<file path="config.mk">
export PLATFORM = sky130hd
export DESIGN_NAME = bus_endpoint
export DESIGN_NICKNAME = d
export VERILOG_FILES = /design/src/rtl/bus_ep_pkg.sv /design/src/rtl/ep_fifo.sv /design/src/rtl/bus_endpoint.sv
export SDC_FILE = /design/constraint.sdc
export NUM_CORES = 1
export LEC_CHECK = 0
export CAP_MARGIN = 20
export CORE_MARGIN = 2
export CORE_UTILIZATION = 45
export CTS_BUF_LIST = sky130_fd_sc_hd__clkbuf_8
export DETAILED_ROUTE_END_ITERATION = 12
export PLACE_DENSITY = 0.64
export SLEW_MARGIN = 10
export SYNTH_ARGS = -nofsm -noshare
export SYNTH_HDL_FRONTEND = slang
export SYNTH_SLANG_ARGS = --single-unit
</file>
<file path="constraint.sdc">
create_clock -name clk -period 2.6 [get_ports clk]
set_input_delay 0.39 -clock clk [delete_from_list [all_inputs] [get_ports clk]]
set_output_delay 0.39 -clock clk [all_outputs]
set_load 0.02 [all_outputs]
</file>
<file path="src/rtl/bus_ep_pkg.sv">
// bus_ep_pkg: shared destination-field helpers and saturating counter type for bus_endpoint
package bus_ep_pkg;
    localparam int DEST_W = 8;

    typedef logic [7:0] sat8_t;

    function automatic logic [DEST_W-1:0] dest_of(input logic [63:0] pkt, input int w);
        return pkt[w-1 -: DEST_W];
    endfunction

    function automatic logic accept(input logic [DEST_W-1:0] dest, input logic [DEST_W-1:0] id,
                                    input logic [DEST_W-1:0] bcast);
        return dest == id || dest == bcast;
    endfunction

    function automatic sat8_t sat_inc(input sat8_t c);
        return c == 8'hFF ? c : c + 8'd1;
    endfunction
endpackage

</file>
<file path="src/rtl/ep_fifo.sv">
// ep_fifo: show-ahead synchronous FIFO; full/empty derive from a registered occupancy count
module ep_fifo #(
    parameter int width = 16,
    parameter int depth = 8
) (
    input  logic                     clk,
    input  logic                     reset,
    input  logic                     wr,
    input  logic [width-1:0]         wdata,
    input  logic                     rd,
    output logic [width-1:0]         rdata,
    output logic [$clog2(depth):0]   count,
    output logic                     full,
    output logic                     empty
);
    localparam int AW = $clog2(depth);
    localparam int CW = AW + 1;
    logic [width-1:0] mem [depth];
    logic [AW-1:0] wp, rp;
    logic do_wr, do_rd;
    assign full  = count == CW'(depth);
    assign empty = count == '0;
    assign do_wr = wr && !full;
    assign do_rd = rd && !empty;
    assign rdata = mem[rp];
    always_ff @(posedge clk or negedge reset) begin
        if (!reset) begin
            wp    <= '0;
            rp    <= '0;
            count <= '0;
            for (int i = 0; i < depth; i++) mem[i] <= '0;
        end else begin
            if (do_wr) begin
                mem[wp] <= wdata;
                wp      <= wp + 1'b1;
            end
            if (do_rd) rp <= rp + 1'b1;
            count <= count + CW'(do_wr) - CW'(do_rd);
        end
    end
endmodule

</file>
<file path="src/rtl/bus_endpoint.sv">
// bus_endpoint: device-side bus endpoint with TX/RX FIFOs, destination filtering,
// saturating drop/misroute statistics and a sticky pop-underflow flag
module bus_endpoint
    import bus_ep_pkg::*;
#(
    parameter int                pckg_sz   = 16,
    parameter int                depth     = 8,
    parameter logic [DEST_W-1:0] dev_id    = 8'd0,
    parameter logic [DEST_W-1:0] broadcast = 8'b0000_0111
) (
    input  logic                   clk,
    input  logic                   reset,
    input  logic                   tx_valid,
    input  logic [pckg_sz-1:0]     tx_data,
    output logic                   tx_ready,
    output logic                   pndng,
    output logic [pckg_sz-1:0]     D_pop,
    input  logic                   pop,
    input  logic                   push,
    input  logic [pckg_sz-1:0]     D_push,
    output logic                   rx_valid,
    output logic [pckg_sz-1:0]     rx_data,
    input  logic                   rx_ready,
    output logic [$clog2(depth):0] tx_count,
    output logic [$clog2(depth):0] rx_count,
    output logic [7:0]             drop_cnt,
    output logic [7:0]             misroute_cnt,
    output logic                   underflow
);
    logic tx_full, tx_empty, rx_full, rx_empty, hit;
    assign tx_ready = !tx_full;
    assign pndng    = !tx_empty;
    assign rx_valid = !rx_empty;
    assign hit      = accept(dest_of(64'(D_push), pckg_sz), dev_id, broadcast);

    ep_fifo #(.width(pckg_sz), .depth(depth)) u_tx (
        .clk, .reset, .wr(tx_valid), .wdata(tx_data), .rd(pop), .rdata(D_pop),
        .count(tx_count), .full(tx_full), .empty(tx_empty)
    );

    ep_fifo #(.width(pckg_sz), .depth(depth)) u_rx (
        .clk, .reset, .wr(push && hit), .wdata(D_push), .rd(rx_ready), .rdata(rx_data),
        .count(rx_count), .full(rx_full), .empty(rx_empty)
    );

    // rx_full is registered, so a same-cycle host read never frees room for a push
    always_ff @(posedge clk or negedge reset) begin
        if (!reset) begin
            drop_cnt     <= '0;
            misroute_cnt <= '0;
            underflow    <= 1'b0;
        end else begin
            if (push && !hit) misroute_cnt <= sat_inc(misroute_cnt);
            if (push && hit && rx_full) drop_cnt <= sat_inc(drop_cnt);
            if (pop && !pndng) underflow <= 1'b1;
        end
    end
endmodule

</file>
# Word level (Yosys, flattened, before mapping)

Cells that the tools add are included.

Flip-flop bits (word level): 293
Bits in latches: 0
RAM bits: 0
Bits in read-only memories: 0
Output and inout port bits: 60
Memories: 0

$add $sub $neg: 10
Multiply operators: 0
Divide/modulo/power cells: 0
$lt $le $gt $ge: 6
Equal/unequal tests: 5
Shift-type cells: 0
Mux-type cells: 12
Bitwise gates (word level): 6
Reduce and logical (&&, ||, !) cells: 21

Operators with widths:

| kind                                                                          | number |
|---|---|
| 128-bit bitwise mux                                                           | 2 |
| 16-bit binary-select mux with 3-bit select                                    | 2 |
| 16-bit demux with 3-bit select                                                | 2 |
| 16-bit 2-to-1 mux                                                             | 6 |
| 8-bit by 1-bit adder with 8-bit output (second input constant)                | 2 |
| 8-bit equality test (second input constant)                                   | 2 |
| 4-bit greater-or-equal comparator (second input constant)                     | 4 |
| 3-bit inverter with 4-bit output                                              | 4 |
| 3-bit by 1-bit adder with 3-bit output (second input constant)                | 4 |
| 1-bit logical AND                                                             | 10 |
| 4-bit by 1-bit adder with 4-bit output                                        | 2 |
| 4-bit equality test (second input constant)                                   | 2 |
| 8-bit by 3-bit equality test with 1-bit output (second input constant)        | 1 |
| 4-bit zero test                                                               | 2 |
| 8-bit zero test                                                               | 1 |
| 4-bit by 1-bit less-than comparator with 1-bit output (second input constant) | 2 |
| 4-bit by 1-bit subtractor with 4-bit output                                   | 2 |
| 1-bit zero test                                                               | 5 |
| 2-bit AND reduction                                                           | 2 |
| 1-bit inverter                                                                | 2 |
| 1-bit logical OR                                                              | 1 |

# Longest topological paths before layout

Depth after elaboration: 6
Depth in mapped cells: 11
Mapped depth without buffers: 11

# Cells and area by module

Synthesis repeated with hierarchy kept, for this count alone.

Cells, all modules: 850
Area, all modules: 13945.9 um^2

Modules (own cells, without submodules):

| module       | times used | cells each | area an instance (um^2) | sequential area each (um^2) |
|---|---|---|---|---|
| ep_fifo      | 2          | 383        | 6516.2                  | 3453.3 |
| bus_endpoint | 1          | 84         | 913.4                   | 425.4 |

# Worst setup path after synthesis

No wires, ideal clock.

Kind: reg-to-reg
Start: reg u_rx.count[2]
End: reg u_rx.count[2]
Library setup time: 0.123 ns
Arrival time: 2.155 ns
Path slack: 0.323 ns
Stages on the path, launching flop included: 12
Buffers on the path: 0
Period minus slack after synthesis: 2.277 ns
Path through: dfrtp_1 > inv_1 > ha_1 > nand3_1 > nand2_1 > inv_1 > ha_1 > inv_1 > ha_1 > inv_1 > fa_1 > xnor2_1

RTL lines:

| what                                        | line               | source |
|---|---|---|
| from (decl)                                 | ep_fifo.sv:12      | `output logic [$clog2(depth):0] count,` |
| from (signal assigned)                      | ep_fifo.sv:38      | `count <= count + CW'(do_wr) - CW'(do_rd);` |
| 4-bit zero test                             | ep_fifo.sv:22      | `assign empty = count == '0;` |
| 1-bit zero test                             | n/a                |  |
| via rx_valid                                | bus_endpoint.sv:21 | `output logic rx_valid,` |
| 1-bit logical AND                           | ep_fifo.sv:24      | `assign do_rd = rd && !empty;` |
| via u_rx.do_rd                              | ep_fifo.sv:20      | `logic do_wr, do_rd;` |
| 4-bit by 1-bit subtractor with 4-bit output | ep_fifo.sv:38      |  |

The timed path passes the listed nets, and every way through them passes these cells.
A chain may end at the register's enable or synchronous reset.

# Final worst setup path

Start: reg u_rx.rp[0]
End: out rx_data[5]

Cells in the longest elaborated chain, start to end: 4

Ends and longest elaborated chain:

| what                                                   | line               | source |
|---|---|---|
| from (decl)                                            | ep_fifo.sv:19      | `logic [AW-1:0] wp, rp;` |
| from (signal assigned)                                 | ep_fifo.sv:37      | `if (do_rd) rp <= rp + 1'b1;` |
| 3-bit inverter with 4-bit output (not written as such) | ep_fifo.sv:25      | `assign rdata = mem[rp];` |
| 16-bit binary-select mux with 3-bit select             | ep_fifo.sv:25      |  |
| 16-bit 2-to-1 mux (not written as such) (2 in a row)   | ep_fifo.sv:25      |  |
| to (decl)                                              | bus_endpoint.sv:22 | `output logic [pckg_sz-1:0] rx_data,` |

No other way between the ends. The select of a mux whose other input is x is not followed.

==> impl_metrics.toml <==
[finish]
drive_above_1_share_pct = 46.2
area_delta_synth_final_pct = 24.7
antenna_cells = 0
fillers = 2356
fin_nets = 1094
fin_util_pct = 57.3
final_area_um2 = 16500

[place]
port_buffers = 97
hpwlAfterDp_um = 17700
globalplace.congestion = 0.770
place_area_um2 = 15100

[synth]
synth_commonest_cells = "dfrtp_1 (293), mux2_2 (228), mux4_2 (64)"
syn_inst = 859
synthArstFlopShare_pct = 100
synthTopCellsByArea = "dfrtp_1 (55%), mux2_2 (19%), mux4_2 (11%)"
yosys.area.top_type = "dfrtp_1"
syn_nets = 917
netlist.area_leader.share_pct = 55.2
ys_types = 46
avgSynthCellArea_um2 = 15.5
synth-main-ff-cell = "dfrtp_1"
yosys.cell_count.top_type = "dfrtp_1"
yosysSeqAreaShare_pct = 55.2
synth_edf_count = 0
synth.ff_latch_count = 293
yosysWarningCount = 0
syn_area_um2 = 13300

[setup_path]
worstPathRequired_ns = 2.21
path_class = "register to primary output"
crit_slowest_cell = "mux4_2"
critPathBufInv = 4
worst_path_largest_cell_delay_ns = 0.48
crit_family = "multiplexers"
regToRegSetupSlack_ns = 0.37
rr_worst_depth = 9
worstSetupStartpointType = "register"
path_cells = "buf_12, buf_8, buf_16, mux4_2, mux2_2, buf_2"
crit-reg2reg-launch = "u_rx.count[2]$_DFF_PN0_"
regToRegEndpoint = "u_rx.count[2]$_DFF_PN0_"
worst_ep_arrival_time_ns = 2.26
crit_path_start = "u_rx.rp[0]$_DFFE_PN0P_"
crit_path_max_fanout = 6
endpoint = "rx_data[5]"
path_depth = 6
end_kind = "primary output"

[detailed_routing]
drc = 0
ant_nets = 0
num_vias = 7643
drt-total-wl_um = 28900
drt_first_pass_iters = 4
drtIter0Drc = 321
wl_per_cell_um = 19.8
avgViaCountPerCell = 5.26

[timing]
whs_ns = 0.403
setup_violations = 13
tns_ns = -0.399
setup_slack_ns = -0.0532
period_minus_slack_ns = 2.65
slew_viol_final = 0
fin_skew_ns = 0.0280
fmax_mhz = 377
grt_setup_unrepaired = "true"
relSlewSlack_pct = 56.7
tightest_slew_ns = 0.650
fin_crit_sh_pct = 102
hold_viol = 0

[cts]
ctsRootBufferMaster = "clkbuf_8"
cts_tree = "done"
cts.sinks = 293
numCtsBuffers = 51
cts.htree.levels = 2
cts_buffer_depth = 3
cts.clk_slew.worst_paths_ns = 0.06
clk_latency_ns = 0.57

[floorplanning]
die_x_um = 176
core_um2 = 28900
fp-row-count = 62
initial_core_util_pct = 46.0
io_pins = 98
die_h_um = 176
die-area_um2 = 30900

[run]
maxCapViolations = 0

[outcome]
status = "complete, but fails checks"
violations = "negative setup slack"

[grt]
overflow = 0
grt_pass1_wl_um = 47100
grt_max_degree = 79
grt_use_total_pct = 19.6
first_global_vias = 8347
antenna_found_initial = 0

[pwr]
power.density_nw_per_um2 = 1100
total_power_w = 0.0182
leakagePower_nw = 7.75
ir_drop_mv = 0.485

[hold_path]
hold_path_class = "primary input to async pin"
## worst min-delay path by stage
stage                      from                        to  slack [ns]  cells past startpoint
final                     reset   u_tx.count[1]$_DFF_PN0_        0.40                      2
after global routing      reset   u_tx.count[2]$_DFF_PN0_        0.45                      2
after CTS                 reset  u_tx.mem[49]$_DFFE_PN0P_        0.42                      2
after detailed placement  reset  u_tx.mem[33]$_DFFE_PN0P_        0.44                      1
after global placement    reset  u_tx.mem[49]$_DFFE_PN0P_        0.45                      1
after floorplan           reset   drop_cnt[0]$_DFFE_PN0P_        0.09                      0
## cell usage in the layout (no fill, tap or decap), types with 3 or more instances in the layout
cell / Yosys / routed
mux2_2: 228 / 205
dfrtp_1: 293 / 291
xnor2_1: 13 / 13
o21ai_0: 13 / 13
mux4_2: 64 / 64
and2_1: 26 / 26
a21oi_1: 3 / 3
clkdlybuf4s50_1: 0 / 63
nand3_1: 13 / 13
inv_1: 29 / 48
clkbuf_8: 0 / 62
and3_1: 3 / 3
a21o_1: 5 / 5
clkinv_2: 0 / 4
nand2_1: 16 / 16
mux2_4: 11 / 34
nor2b_1: 15 / 15
ha_1: 18 / 18
buf_16: 0 / 5
nand4_1: 6 / 6
buf_6: 4 / 31
nor3_1: 5 / 5
buf_12: 0 / 22
xor2_1: 10 / 10
buf_4: 5 / 43
nand2b_1: 4 / 4
nor2_1: 10 / 9
## cells by family (layout without fill, tap and decap cells)
kind of cell | Yosys count | after routing | share of synthesized area (%)
buffers and inverters | 77 | 288 | 2.72
AND/OR/NAND/NOR | 117 | 117 | 5.84
adder cells (fa/ha/maj) | 20 | 20 | 2.00
XOR/XNOR | 23 | 23 | 1.52
flip-flops | 293 | 293 | 55.2
multiplexers | 304 | 304 | 31.5
AO/OA/AOI/OAI | 25 | 25 | 1.15
## per-layer routing
layer | vias to the layer above | track usage (%) | wire [um] | part of all wire (%)
li1 | 3482 | - | - | -
met1 | 3975 | 27.0 | 13000 | 45
met2 | 142 | 32.8 | 14200 | 49
met3 | 44 | 2.97 | 1130 | 3.9
met4 | 0 | 4.72 | 441 | 1.5
met5 | - | 0 | 0 | 0
## area by class of cell
cell class | instances | area (um2) | share of cell area, %
inverter | 29 | 109 | 0.658
multi-input combinational | 489 | 5670 | 34.3
timing repair buffer | 172 | 1990 | 12.0
sequential | 293 | 7330 | 44.3
tap | 384 | 480 | 2.90
clock inverter | 25 | 110 | 0.665
clock buffer | 62 | 853 | 5.16
## state kept, by name (all words and copies together), names as in the netlist
signal / cells
u_tx.mem: 128
u_rx.wp: 3
u_tx.rp: 3
u_rx.mem: 128
u_tx.wp: 3
u_rx.count: 4
u_rx.rp: 3
misroute_cnt: 8
drop_cnt: 8
underflow: 1
u_tx.count: 4
## power breakdown
group / switching [W] / internal, W
clock: 0.00182 / 0.00214
combinational: 0.00312 / 0.00459
sequential: 0.000758 / 0.00582
total: 0.00570 / 0.0125
## what timing repair did
action,4_1_cts,5_1_grt
hold buffers,1,0
resized for setup,166,61
endpoints found under the hold margin,69,0
endpoints found under the setup margin,32,33
setup buffers,10,4
cloned,6,2
pin swaps,0,0
## worst reg2reg max path: cells and delay by family (launching register included)
family | cells | cell delay [ns]
adder cells (fa/ha/maj) | 3 | 0.79
flip-flops | 1 | 0.40
XOR/XNOR | 1 | 0.14
AND/OR/NAND/NOR | 2 | 0.45
buffers and inverters | 3 | 0.35
## through the flow
stage / setup slack [ns] / cells
floorplan: 0.323 / 859
global placement: 0.104 / 1345
detailed placement: 0.0571 / 1345
CTS: -0.0988 / 1449
global route: -0.126 / 1454
finish: -0.0532 / 1454
No activity file was read; power rests on OpenSTA's default activity.
